[config.mk]
export PLATFORM = sky130hd
export DESIGN_NAME = seg_scan_ctrl_flat
export DESIGN_NICKNAME = d
export VERILOG_FILES = /design/src/rtl/seg_scan_ctrl_if.sv /design/src/rtl/seg_scan_ctrl.sv /design/src/flat_wrapper.sv
export SDC_FILE = /design/constraint.sdc
export NUM_CORES = 1
export LEC_CHECK = 0
export BUFFER_PORTS_ARGS = -buffer_cell sky130_fd_sc_hd__clkbuf_2
export CAP_MARGIN = 5
export CORE_MARGIN = 4
export CORE_UTILIZATION = 45
export DETAILED_ROUTE_END_ITERATION = 16
export PLACE_DENSITY = 0.69
export SYNTH_ARGS = -nofsm -noshare
export SYNTH_HDL_FRONTEND = slang
export SYNTH_SLANG_ARGS = --single-unit
[constraint.sdc]
create_clock -name clk -period 3 [get_ports clk]
set_input_delay 0 -clock clk [delete_from_list [all_inputs] [get_ports clk]]
set_output_delay 0 -clock clk [all_outputs]
set_load 0.02 [all_outputs]
[src/rtl/seg_scan_ctrl_if.sv]
// ---------------------------------------------------------------------------
// seg_scan_ctrl_if
//   Bundles the digit-data inputs and the display-drive outputs of the
//   7-segment scanner.
//   Optional feature macro: BRIGHTNESS_PWM_EN adds the 4-bit brightness signal.
//
//   Signals
//     digit_data  [4*N_DIGITS]  hex nibble per digit, digit k = [4k+3:4k]
//     dp_in       [N_DIGITS]    decimal point per digit, 1 = lit
//     digit_en    [N_DIGITS]    per-digit enable, 0 = blanked
//     blank_all                 1 = all anodes off, applied live
//     brightness  [4]           PWM duty, 15 = full (BRIGHTNESS_PWM_EN only)
//     an          [N_DIGITS]    anodes, active-low
//     seg         [7]           segments {g,f,e,d,c,b,a}, active-low
//     dp_n                      decimal point, active-low
//     frame_start               one-cycle pulse when the scan wraps to digit 0
//
//   Modports
//     master : drives the digit data and observes the display outputs
//     slave  : the scanner itself
// ---------------------------------------------------------------------------
interface seg_scan_ctrl_if #(
  parameter int N_DIGITS = 8
);
  logic [4*N_DIGITS-1:0] digit_data;
  logic [N_DIGITS-1:0]   dp_in;
  logic [N_DIGITS-1:0]   digit_en;
  logic                  blank_all;
`ifdef BRIGHTNESS_PWM_EN
  logic [3:0]            brightness;
`endif
  logic [N_DIGITS-1:0]   an;
  logic [6:0]            seg;
  logic                  dp_n;
  logic                  frame_start;

  modport master (
`ifdef BRIGHTNESS_PWM_EN
    output brightness,
`endif
    output digit_data, dp_in, digit_en, blank_all,
    input  an, seg, dp_n, frame_start
  );

  modport slave (
`ifdef BRIGHTNESS_PWM_EN
    input  brightness,
`endif
    input  digit_data, dp_in, digit_en, blank_all,
    output an, seg, dp_n, frame_start
  );
endinterface

[src/rtl/seg_scan_ctrl.sv]
// ---------------------------------------------------------------------------
// seg_scan_ctrl
//   Time-multiplexed 7-segment display scanner. One anode is driven per
//   refresh slot; the slot's hex nibble is decoded to active-low segments.
//   A whole frame of digit data is snapshotted at the frame boundary so the
//   display never tears mid-scan. Each slot starts with GUARD_CYC cycles of
//   all anodes off to suppress ghosting while segments change.
//
//   Optional feature macro: BRIGHTNESS_PWM_EN
//     Adds a free-running 4-bit PWM counter; a digit is lit only while
//     pwm_cnt <= brightness (latched with the frame snapshot).
//
//   Ports
//     clk      : system clock, rising edge
//     reset_n  : asynchronous active-low reset
//     bus      : seg_scan_ctrl_if.slave (digit data in, display drive out)
// ---------------------------------------------------------------------------
module seg_scan_ctrl #(
  parameter int N_DIGITS    = 8,
  parameter int REFRESH_DIV = 100000,
  parameter int GUARD_CYC   = 2
) (
  input  logic          clk,
  input  logic          reset_n,
  seg_scan_ctrl_if.slave bus
);

  localparam int IDX_W = $clog2(N_DIGITS);
  localparam int PS_W  = $clog2(REFRESH_DIV);
  localparam logic [PS_W-1:0]  PS_LAST  = PS_W'(REFRESH_DIV - 1);
  localparam logic [IDX_W-1:0] IDX_LAST = IDX_W'(N_DIGITS - 1);

  // Active-low gfedcba hex decoder.
  function automatic logic [6:0] dec7(input logic [3:0] nib);
    case (nib)
      4'h0: dec7 = 7'h40;  4'h1: dec7 = 7'h79;
      4'h2: dec7 = 7'h24;  4'h3: dec7 = 7'h30;
      4'h4: dec7 = 7'h19;  4'h5: dec7 = 7'h12;
      4'h6: dec7 = 7'h02;  4'h7: dec7 = 7'h78;
      4'h8: dec7 = 7'h00;  4'h9: dec7 = 7'h10;
      4'hA: dec7 = 7'h08;  4'hB: dec7 = 7'h03;
      4'hC: dec7 = 7'h46;  4'hD: dec7 = 7'h21;
      4'hE: dec7 = 7'h06;  default: dec7 = 7'h0E;
    endcase
  endfunction

  logic [PS_W-1:0]             prescaler_q, prescaler_d;
  logic [IDX_W-1:0]            idx_q, idx_d;
  logic                        frame_valid_q;
  logic [N_DIGITS-1:0][3:0]    snap_data_q;
  logic [N_DIGITS-1:0]         snap_dp_q;
  logic [N_DIGITS-1:0]         snap_en_q;
  logic [N_DIGITS-1:0]         an_q, an_d;
  logic [6:0]                  seg_q, seg_d;
  logic                        dp_n_q, dp_n_d;
  logic                        frame_start_q;

  logic tick, wrap, load, guard_ok, pwm_ok, lit;

  assign tick = (prescaler_q == PS_LAST);
  assign wrap = tick && (idx_q == IDX_LAST);
  // First clock after reset fills the snapshot; afterwards only at frame end.
  assign load = !frame_valid_q || wrap;

  generate
    if (GUARD_CYC == 0) begin : g_noguard
      assign guard_ok = 1'b1;
    end else begin : g_guard
      assign guard_ok = (prescaler_q >= PS_W'(GUARD_CYC));
    end
  endgenerate

`ifdef BRIGHTNESS_PWM_EN
  logic [3:0] pwm_cnt_q;
  logic [3:0] snap_bright_q;

  always_ff @(posedge clk or negedge reset_n) begin
    if (!reset_n) begin
      pwm_cnt_q     <= 4'd0;
      snap_bright_q <= 4'd0;
    end else begin
      pwm_cnt_q <= pwm_cnt_q + 4'd1;
      if (load) snap_bright_q <= bus.brightness;
    end
  end

  assign pwm_ok = (pwm_cnt_q <= snap_bright_q);
`else
  assign pwm_ok = 1'b1;
`endif

  assign lit = frame_valid_q && !bus.blank_all && snap_en_q[idx_q] && guard_ok && pwm_ok;

  always_comb begin
    prescaler_d = tick ? '0 : prescaler_q + 1'b1;
    idx_d       = idx_q;
    if (tick) idx_d = (idx_q == IDX_LAST) ? '0 : idx_q + 1'b1;
    an_d   = '1;
    seg_d  = 7'h7F;
    dp_n_d = 1'b1;
    if (lit) begin
      an_d   = ~(N_DIGITS'(1) << idx_q);
      seg_d  = dec7(snap_data_q[idx_q]);
      dp_n_d = ~snap_dp_q[idx_q];
    end
  end

  always_ff @(posedge clk or negedge reset_n) begin
    if (!reset_n) begin
      prescaler_q   <= '0;
      idx_q         <= '0;
      frame_valid_q <= 1'b0;
      snap_data_q   <= '0;
      snap_dp_q     <= '0;
      snap_en_q     <= '0;
      an_q          <= '1;
      seg_q         <= 7'h7F;
      dp_n_q        <= 1'b1;
      frame_start_q <= 1'b0;
    end else begin
      prescaler_q   <= prescaler_d;
      idx_q         <= idx_d;
      frame_valid_q <= 1'b1;
      if (load) begin
        snap_data_q <= bus.digit_data;
        snap_dp_q   <= bus.dp_in;
        snap_en_q   <= bus.digit_en;
      end
      // Display outputs lag prescaler/idx by one cycle.
      an_q          <= an_d;
      seg_q         <= seg_d;
      dp_n_q        <= dp_n_d;
      frame_start_q <= wrap;
    end
  end

  assign bus.an          = an_q;
  assign bus.seg         = seg_q;
  assign bus.dp_n        = dp_n_q;
  assign bus.frame_start = frame_start_q;

endmodule
[src/flat_wrapper.sv]
// flat-port wrapper written by rule: the top's interface ports become plain ports
module seg_scan_ctrl_flat 
#(
  parameter int N_DIGITS    = 8,
  parameter int REFRESH_DIV = 100000,
  parameter int GUARD_CYC   = 2
)
  (clk, reset_n, bus_digit_data, bus_dp_in, bus_digit_en, bus_blank_all, bus_an, bus_seg, bus_dp_n, bus_frame_start);
  seg_scan_ctrl_if #(.N_DIGITS(N_DIGITS)) bus_i ();
  input  logic clk;
  input  logic reset_n;
  input wire logic [$bits(bus_i.digit_data)-1:0] bus_digit_data;
  input wire logic [$bits(bus_i.dp_in)-1:0] bus_dp_in;
  input wire logic [$bits(bus_i.digit_en)-1:0] bus_digit_en;
  input wire logic [$bits(bus_i.blank_all)-1:0] bus_blank_all;
  output wire logic [$bits(bus_i.an)-1:0] bus_an;
  output wire logic [$bits(bus_i.seg)-1:0] bus_seg;
  output wire logic [$bits(bus_i.dp_n)-1:0] bus_dp_n;
  output wire logic [$bits(bus_i.frame_start)-1:0] bus_frame_start;
  assign bus_i.digit_data = bus_digit_data;
  assign bus_i.dp_in = bus_dp_in;
  assign bus_i.digit_en = bus_digit_en;
  assign bus_i.blank_all = bus_blank_all;
  assign bus_an = bus_i.an;
  assign bus_seg = bus_i.seg;
  assign bus_dp_n = bus_i.dp_n;
  assign bus_frame_start = bus_i.frame_start;
  seg_scan_ctrl #(.N_DIGITS(N_DIGITS), .REFRESH_DIV(REFRESH_DIV), .GUARD_CYC(GUARD_CYC)) u_core (.clk(clk), .reset_n(reset_n), .bus(bus_i));
endmodule
==> summary.txt <==
Area Growth Syn to Fin: 26.5%
Multi-input gate area: 1800 um^2
Synth async-reset ratio: 100%
Initial Utilization: 46.7%
H-tree lvl count: 3
R2R Path Start: u_core.idx_q[0]$_DFFE_PN0N_
required time worst endpoint: 3.27 ns
MaxCap Viol Count: 0
overall power: 2.45 mW
number of global-route vias before repair: 2883
DIE AREA: 10800 um^2
CTS clock-pin slew for the worst setup and hold paths: 0.09 ns
core area: 8850 um^2
root buf cell: clkbuf_8
Sink Count: 86
Routed WL per cell: 15.2 um
RSZ-0062 raised after global routing: no
Synth top area share: 42.4%
Max Transition Viols Final: 0
top post-synthesis cells by area: dfrtp_1 42%, dfstp_2 10%, mux2_4 8.0%
Layout Nets: 481
Worst Setup Start Kind: register
Final Core Density: 59.1%
Final period util: 84.7%
synth unique cells: 43
kind of critical path: reg -> reg
I/O pin count: 68
CP endpoint kind: register
register area: 2170 um^2
Synth Net Count: 361
hold path start: bus_blank_all
largest net degree at the start of global routing: 87
Fmax: 393 MHz
worst path cell trace: buf_4 -> mux4_2 -> mux2_4 -> inv_1 -> ha_1 -> o211a_1 -> o21ai_1
P_leak: 2.40 nW
TritonCTS Buffers: 9
critical path's top delay family: multiplexers
initial antenna violation count: 0
worst-skew pair later-pin latency: 0.35 ns
Seq cells post-synth: 86
sequential fraction of the synthesis area: 52.5%
first-pass iteration count of the detailed router: 4
WP buf/inv: 2
die width: 104 um
status: finished, final reports clean
worst hold path class: in -> reg
worst slew pin tran: 1.04 ns
CP Max Fanout: 12
ys flop type: dfrtp_1
DR DRC count: 0
Detailed Place HPWL: 5470 um
drt first-iter violations: 92
Antenna Cells: 0
Crit path largest cell delay: 0.67 ns
crit path time final: 2.54 ns
Final Hold Viols: 0
crit path from: u_core.idx_q[0]$_DFFE_PN0N_
Post-synth EDFFs: 0
CP max-delay cell: dfrtp_1
setup tns final: 0 ns
first-pass GRT wire length: 14200 um
IO buf count: 67
top-count cell post-synth: dfrtp_1
Vias/cell: 5.04
area of the mapped netlist: 4140 um^2
Final Skew: 0.0122 ns
proportion of layout cells with a drive suffix above 1: 39.7%
Setup Buffers After CTS: 0
Yosys Warn Count: 0
DP Worst Slack: 0.475 ns
Post-Syn Instances: 296
top post-synthesis cells by count: 70 x dfrtp_1, 29 x mux2_2, 28 x nand2_1
drt total wl: 8030 um
endpoints failing setup: 0
GP Congestion: 0.836
crit path DAT: 2.82 ns
Pwr Density: 468 nW/um^2
Fill cells: 709
CTS tree: yes
Die Span Y: 104 um
via count: 2667
final worst slack: 0.458 ns
average size of a mapped cell: 14.0 um^2
global route overflow: 0
Peak supply drop: 0.290 mV
FP Rows: 34
Rel. slew slack: 31.0%
post-route antenna net violation count: 0
area leader, netlist: dfrtp_1
Clock Tree Buf Depth: 2
GRT Total Usage: 16.0%
==> worst register-to-register path: stages (launching register included) <==
cell	delay (ns)
dfrtp_1	0.67
buf_4	0.25
mux4_2	0.50
mux2_4	0.31
inv_1	0.12
ha_1	0.26
o211a_1	0.22
o21ai_1	0.14
==> cells in the final DEF (no fill, tap or decap), drive strengths merged, types with 2 or more instances in the layout <==
master,instances
o211ai,2
dfstp,16
or2,2
nand2,30
inv,8
a21oi,3
clkinvlp,2
dlygate4sd3,49
clkbuf,78
xor2,8
dfrtp,70
mux2,51
nand3,9
o221ai,3
nor2,19
mux2i,5
o21ai,5
nor4,4
xnor2,7
buf,7
nor3,3
nand4,3
mux4,12
ha,14
==> flip-flops by register name (all words and copies together), names as in the netlist, 3 cells and up <==
signal	count
u_core.bus.an	8
u_core.bus.seg	7
u_core.idx_q	3
u_core.prescaler_q	17
u_core.snap_data_q	32
u_core.snap_dp_q	8
u_core.snap_en_q	8
==> layer usage <==
layer	track usage [%]	up-vias	wire length [um]
li1	-	1283	-
met1	21.2	1307	3720
met4	5.79	0	149
met2	25.4	64	3820
met3	4.22	13	339
met5	0	-	0
==> worst paths after layout <==
path / end / slack (ns) / cells past startpoint
max: u_core.bus.seg[3]$_DFF_PN1_ / 0.46 / 7
min in group asynchronous: u_core.prescaler_q[7]$_DFF_PN0_ / 0.38 / 2
max in group asynchronous: u_core.snap_data_q[23]$_DFFE_PN0P_ / 1.96 / 2
min reg2reg: u_core.prescaler_q[14]$_DFF_PN0_ / 0.50 / 1
max reg2reg: u_core.bus.seg[3]$_DFF_PN1_ / 0.46 / 7
min: u_core.bus.an[4]$_DFF_PN1_ / 0.15 / 5
==> kinds of logic (layout without fill, tap and decap cells) <==
group | after synthesis | after routing | synth area share [%]
fa+ha+maj | 14 | 14 | 4.24
simple gates | 76 | 76 | 8.68
buf+inv | 20 | 145 | 3.84
xor+xnor | 15 | 15 | 3.18
mux | 68 | 68 | 24.6
compound gates | 16 | 16 | 2.81
other cells | 1 | 1 | 0.0907
flops | 86 | 86 | 52.5
==> report_power, final <==
group          leakage (nW)  total (mW)  switching [mW]  internal [mW]
combinational          1.28       0.329           0.132          0.197
clock                0.0992       0.848           0.414          0.434
sequential             1.02        1.27          0.0381           1.24
==> repair_timing <==
action / CTS / global route
gates resized for setup: 0 / 0
hold buffers: 49 / 0
endpoints found under the hold margin: 118 / 0
==> final cells by class <==
| class | instances | area share [%] |
|---|---|---|
| Clock buffer | 12 | 2.97 |
| Clock inverter | 4 | 1.03 |
| Inverter | 7 | 0.502 |
| Multi-Input combinational cell | 190 | 34.5 |
| Sequential cell | 86 | 41.5 |
| Tap cell | 108 | 2.58 |
| Timing Repair Buffer | 122 | 16.9 |
==> through the flow <==
step	area (um^2)	hold slack [ns]	cells
after floorplan	4140	-0.296	296
after global placement	4530	0.232	464
after detailed placement	4530	0.236	464
after CTS	5230	0.148	529
after global routing	5230	0.199	529
final	5230	0.148	529
Note: power is estimated with default switching activity, not from simulation.
